--- src/rtl/req_arbiter_pkg.sv ---
// ---------------------------------------------------------------------------
// req_arb_pkg
// Shared definitions for the request arbiter and its round-robin picker:
//   - arb_state_t / ST_IDLE / ST_OFFER : grant FSM state encoding
//   - NREQ_DEF     : default number of request sources
//   - IDX_W_DEF    : index width for the default source count
//   - DROP_W_DEF   : default width of the saturating drop counter
//   - DROP_SAT_DEF : saturation value of the default-width drop counter
//   - idx_width()  : index width helper, never returns zero
// ---------------------------------------------------------------------------
package req_arb_pkg;

    localparam int NREQ_DEF   = 4;
    localparam int IDX_W_DEF  = $clog2(NREQ_DEF);
    localparam int DROP_W_DEF = 8;
    localparam logic [DROP_W_DEF-1:0] DROP_SAT_DEF = '1;

    typedef logic [0:0] arb_state_t;
    localparam arb_state_t ST_IDLE  = 1'b0;
    localparam arb_state_t ST_OFFER = 1'b1;

    function automatic int idx_width(input int n);
        return (n > 1) ? $clog2(n) : 1;
    endfunction

endpackage

--- src/rtl/req_arbiter_rr_pick.sv ---
// ---------------------------------------------------------------------------
// rr_pick
// Purely combinational round-robin picker. Scans pending starting at ptr
// and wrapping modulo NREQ; reports the first set bit.
//   pending [NREQ] in  : candidate bits
//   ptr     [IW]   in  : highest-priority position (must be < NREQ)
//   any            out : at least one pending bit is set
//   idx     [IW]   out : index of the chosen bit (0 when any is low)
// ---------------------------------------------------------------------------
module rr_pick #(
    parameter int NREQ = 4,
    parameter int IW   = 2
) (
    input  logic [NREQ-1:0] pending,
    input  logic [IW-1:0]   ptr,
    output logic            any,
    output logic [IW-1:0]   idx
);

    logic [IW-1:0] cand;

    // Scan from the farthest position back to ptr so the last hit written
    // is the one closest to ptr in round-robin order.
    always_comb begin
        any  = 1'b0;
        idx  = '0;
        cand = '0;
        for (int k = NREQ - 1; k >= 0; k--) begin
            cand = IW'((int'(ptr) + k) % NREQ);
            if (pending[cand]) begin
                any = 1'b1;
                idx = cand;
            end
        end
    end

endmodule

--- src/rtl/req_arbiter.sv ---
// ---------------------------------------------------------------------------
// req_arbiter
// Holds single-cycle request events as sticky pending bits and serves them
// one at a time with a round-robin grant over a valid/ready handshake.
//   clk        in  : clock, rising edge
//   rst        in  : synchronous active-high reset, clears all state
//   req_in     in  : request events, a high bit marks that source pending
//   gnt_ready  in  : consumer accepts the offered grant
//   gnt_valid  out : a grant is offered (registered state decode)
//   gnt_idx    out : granted source, stable while gnt_valid is high
//   pending    out : current sticky pending bits
//   drop_cnt   out : saturating count of requests merged into an already
//                    pending bit; only with REQ_ARB_DROP_CNT_EN defined
// Every handshake is followed by one IDLE cycle, so peak rate is one grant
// per two cycles.
// ---------------------------------------------------------------------------
module req_arbiter
    import req_arb_pkg::*;
#(
    parameter  int NREQ   = NREQ_DEF,
    parameter  int DROP_W = DROP_W_DEF,
    localparam int IW     = idx_width(NREQ)
) (
    input  logic              clk,
    input  logic              rst,
    input  logic [NREQ-1:0]   req_in,
    input  logic              gnt_ready,
    output logic              gnt_valid,
    output logic [IW-1:0]     gnt_idx,
    output logic [NREQ-1:0]   pending
`ifdef REQ_ARB_DROP_CNT_EN
    ,
    output logic [DROP_W-1:0] drop_cnt
`endif
);

    arb_state_t      state_q, state_d;
    logic [IW-1:0]   ptr_q, ptr_d;
    logic [IW-1:0]   gnt_idx_q, gnt_idx_d;
    logic [NREQ-1:0] pending_q, pending_d;
    logic [NREQ-1:0] clr;
    logic            handshake;
    logic            pick_any;
    logic [IW-1:0]   pick_idx;

    rr_pick #(
        .NREQ (NREQ),
        .IW   (IW)
    ) u_rr_pick (
        .pending (pending_q),
        .ptr     (ptr_q),
        .any     (pick_any),
        .idx     (pick_idx)
    );

    always_comb begin
        handshake = (state_q == ST_OFFER) && gnt_ready;
        clr       = '0;
        if (handshake) begin
            clr[gnt_idx_q] = 1'b1;
        end
        // OR-ing req_in after the clear lets a same-cycle re-request survive.
        pending_d = (pending_q & ~clr) | req_in;

        state_d   = state_q;
        gnt_idx_d = gnt_idx_q;
        ptr_d     = ptr_q;
        case (state_q)
            ST_IDLE: begin
                if (pick_any) begin
                    gnt_idx_d = pick_idx;
                    state_d   = ST_OFFER;
                end
            end
            ST_OFFER: begin
                if (gnt_ready) begin
                    ptr_d   = (gnt_idx_q == IW'(NREQ - 1)) ? '0 : gnt_idx_q + 1'b1;
                    state_d = ST_IDLE;
                end
            end
            default: state_d = ST_IDLE;
        endcase
    end

    always_ff @(posedge clk) begin
        if (rst) begin
            state_q   <= ST_IDLE;
            ptr_q     <= '0;
            gnt_idx_q <= '0;
            pending_q <= '0;
        end else begin
            state_q   <= state_d;
            ptr_q     <= ptr_d;
            gnt_idx_q <= gnt_idx_d;
            pending_q <= pending_d;
        end
    end

    assign gnt_valid = (state_q == ST_OFFER);
    assign gnt_idx   = gnt_idx_q;
    assign pending   = pending_q;

`ifdef REQ_ARB_DROP_CNT_EN
    localparam logic [DROP_W-1:0] DROP_SAT = '1;

    logic [DROP_W-1:0] drop_cnt_q, drop_cnt_d;
    logic [NREQ-1:0]   drop_hits;
    logic [IW:0]       drop_inc;
    logic [DROP_W:0]   drop_sum;

    // One extra sum bit exposes overflow so the counter clamps, never wraps.
    always_comb begin
        drop_hits = req_in & pending_q & ~clr;
        drop_inc  = '0;
        for (int i = 0; i < NREQ; i++) begin
            drop_inc = drop_inc + (IW + 1)'(drop_hits[i]);
        end
        drop_sum   = {1'b0, drop_cnt_q} + (DROP_W + 1)'(drop_inc);
        drop_cnt_d = (drop_sum > {1'b0, DROP_SAT}) ? DROP_SAT : drop_sum[DROP_W-1:0];
    end

    always_ff @(posedge clk) begin
        if (rst) begin
            drop_cnt_q <= '0;
        end else begin
            drop_cnt_q <= drop_cnt_d;
        end
    end

    assign drop_cnt = drop_cnt_q;
`else
    // Keeps the counter width parameter referenced when the counter is absent.
    logic [DROP_W-1:0] unused_drop_w;
    assign unused_drop_w = '0;
`endif

endmodule

--- config.mk ---
export PLATFORM = sky130hd
export DESIGN_NAME = req_arbiter
export DESIGN_NICKNAME = d
export VERILOG_FILES = /design/src/rtl/req_arbiter_pkg.sv /design/src/rtl/req_arbiter_rr_pick.sv /design/src/rtl/req_arbiter.sv
export SDC_FILE = /design/constraint.sdc
export NUM_CORES = 1
export LEC_CHECK = 0
export ABC_AREA = 1
export ABC_CLOCK_PERIOD_IN_PS = 1800
export BUFFER_PORTS_ARGS = -buffer_cell sky130_fd_sc_hd__buf_2
export CORE_AREA = 5 5 42 44
export CTS_CLUSTER_DIAMETER = 200
export DETAILED_ROUTE_END_ITERATION = 12
export DIE_AREA = 0 0 47 49
export HOLD_SLACK_MARGIN = 0.08
export PLACE_DENSITY = 0.72
export REMOVE_ABC_BUFFERS = 1
export SLEW_MARGIN = 20
export SYNTH_ARGS = -nofsm -noshare
export SYNTH_HDL_FRONTEND = slang
export SYNTH_SLANG_ARGS = --single-unit
--- constraint.sdc ---
create_clock -name clk -period 1.8 [get_ports clk]
set_input_delay 0.54 -clock clk [delete_from_list [all_inputs] [get_ports clk]]
set_output_delay 0.54 -clock clk [all_outputs]
set_load 0.01 [all_outputs]
==> flow_summary.json <==
{
  "status": "complete, no violations",
  "fmax_mhz": 697.6,
  "grt_setup_unrepaired": "no",
  "slew_headroom_pct": 75.20,
  "power_switching_mw": 0.2525,
  "vias_per_cell": 4.623,
  "drt_wl_total_um": 1277,
  "dpl.cell_count": 126,
  "cts-buffers-inserted": 3,
  "postCtsSetupBuffers": 0,
  "place_congestion": 0.8166,
  "dpl.hpwl_um": 1087,
  "fp.dieW_um": 47,
  "clk_pin_slew_ns": 0.06,
  "drt-wirelength-per-cell_um": 9.823,
  "period_share_pct": 79.64,
  "io_buffers": 13,
  "crit_path_start_kind": "register",
  "max_cap_violations": 0,
  "start_util_pct": 46.16,
  "worst-setup-path-type": "register to register",
  "cts_resized": 0,
  "cts_sinks": 9,
  "postSynthCellCount": 98,
  "synthDistinctLibCells": 17,
  "path_cells": "inv_8, nand2_2, nand2_1, nand2_2, nand2_2, nor2_4, nand2_2, o211ai_1, inv_1",
  "antenna_found_initial": 0,
  "irDropWorstVdd_v": 0.0006565,
  "wirelength_met1_um": 583,
  "drtIter0Drc": 11,
  "dieArea_mm2": 0.002303,
  "crit_fanout": 8,
  "drive_above_1_share_pct": 29.82,
  "wl_met2_um": 618,
  "fill_cells": 159,
  "power_mw": 0.6630,
  "h-tree-depth": 1,
  "row_count": 14,
  "antenna_left": 0,
  "firstDrtPassIters": 4,
  "slowest_delay_ns": 0.54,
  "crit_top_cell": "nand2_2",
  "fin_skew_ns": 0.002689,
  "wl_met3_um": 37,
  "synth.avg_cell_area_um2": 6.601,
  "grt_pass1_vias": 627,
  "period_needed_ns": 1.433,
  "cts-root-buf": "clkbuf_4",
  "yosysSeqAreaShare_pct": 27.85,
  "clkLatencyLatePin_ns": 0.26,
  "setup_slack_ns": 0.3665,
  "hold_path_class": "input port to register",
  "diodes": 0,
  "finalMaxSlewViolations": 0,
  "synthToLayoutAreaGrowth_pct": 15.47,
  "synth.cell_area_um2": 646.9,
  "hold_buffers": 0,
  "hold_viol": 0,
  "final_common_cell": "nand2_1",
  "grt_pass1_wl_um": 2373,
  "layout_common_cells": "nand2_1, inv_1, buf_2, nand2_2, dfxtp_1",
  "maxUsedRoutingLayer": "met4",
  "setup_viol_count_final": 0,
  "cp.required_ns": 1.95,
  "cpMaxStageDelayCell": "dfxtp_1",
  "crit_path_end_kind": "register",
  "place_ws_ns": 0.3575,
  "clkPwrFrac_pct": 23.3,
  "swShare_pct": 38.08,
  "final.setup.tns_ns": 0,
  "vias": 601,
  "p_int_mw": 0.4105,
  "final_cell_count_no_fill": 130,
  "drc": 0,
  "synth-seq-cells": 9,
  "tightest_slew_ns": 0.3715,
  "synth_warnings": 0,
  "arrival_ns": 1.58,
  "p_seq_share_pct": 38.5,
  "p_leak_nw": 0.4125,
  "grt_overflow": 0,
  "pwr-share-comb_pct": 38.2,
  "io_pins": 14,
  "clock_tree.buffer_depth": 2,
  "core_mm2": 0.001401,
  "die_y_um": 49,
  "cts_tree": "built",
  "finalHoldWorstSlack_ns": 0.4893,
  "cellPowerDensity_mw_per_mm2": 887.6,
  "grtUsageTotal_pct": 13.76,
  "nNetsFinal": 126,
  "grt_max_degree": 9
}
cells in the mapped netlist:
cell type   n  area share, %
a211oi_1    1            1.2
nand2_1    27             16
dfxtp_1     9             28
nand3_1     5            3.9
buf_6       1            1.7
nand2_4     1            1.7
nor2_1      8            4.6
nand2_2    12             12
ha_1        4            7.7
o21ai_0     3            2.3
a21oi_1     8            6.2
nor2_4      1            1.7
o211ai_1    1            1.2
inv_8       1            1.7
and2_4      2            2.7
inv_2       1           0.58
inv_1      13            7.5
path summary, 6_finish.rpt:
kind	start	to	slack, ns	cells after the start
min	req_in[0]	pending[0]	0.49	3
max	ptr_q[0]	gnt_valid	0.37	9
max reg2reg	ptr_q[0]	gnt_valid	0.37	9
min reg2reg	pending[3]	pending[3]	0.52	2
kinds of logic (layout without fill, tap and decap cells):
| group | after synthesis | after routing | share of synthesized area [%] |
|---|---|---|---|
| buffers and inverters | 16 | 32 | 11.61 |
| AO/OA/AOI/OAI | 13 | 13 | 10.83 |
| adder cells (fa/ha/maj) | 4 | 4 | 7.737 |
| AND/OR/NAND/NOR | 56 | 56 | 41.97 |
| flip-flops | 9 | 9 | 27.85 |
registers in the layout, summed over array words and instances (netlist names):
register,flops
gnt_valid,1
ptr_q,2
gnt_idx,2
pending,4
critical path: cells and delay by family, from the launching register on:
kind                   cells  cell delay (ns)
AOI/OAI and AO/OA          1             0.17
and+or+nand+nor            6             0.49
DFF                        1             0.54
buffers and inverters      2             0.12
metrics by stage:
step | area (µm²) | util (%)
after floorplan | 635.6 | -
after global placement | 720.7 | 51.43
after detailed placement | 720.7 | 51.43
after CTS | 747.0 | 53.30
after global routing | 747.0 | 53.30
final | 747.0 | 53.30
power groups by stage:
| stage | combinational (mW) | sequential, mW | clock [mW] |
|---|---|---|---|
| 4_1_cts | 0.257 | 0.256 | 0.159 |
| 2_1_floorplan | 0.185 | 0.264 | 0 |
| 5_1_grt | 0.293 | 0.261 | 0.175 |
| 3_3_place_gp | 0.252 | 0.259 | 0 |
| 3_5_place_dp | 0.255 | 0.260 | 0 |
| 6_report | 0.253 | 0.255 | 0.155 |
layout make-up:
class	count	area, µm²	share of cell area [%]
clock buffers	4	26.28	3.518
well taps	16	20.02	2.680
inverters	15	63.81	8.543
multi-input cells	73	391.6	52.43
repair buffers	13	65.06	8.710
flip-flops and latches	9	180.2	24.12
metal layers:
| metal | vias up | GRT usage, % |
|---|---|---|
| met2 | 9 | 21.95 |
| li1 | 333 | - |
| met3 | 4 | 2.214 |
| met5 | - | 0 |
| met4 | 0 | 8.295 |
| met1 | 255 | 16.37 |
Power figures use the tool's default switching activity.
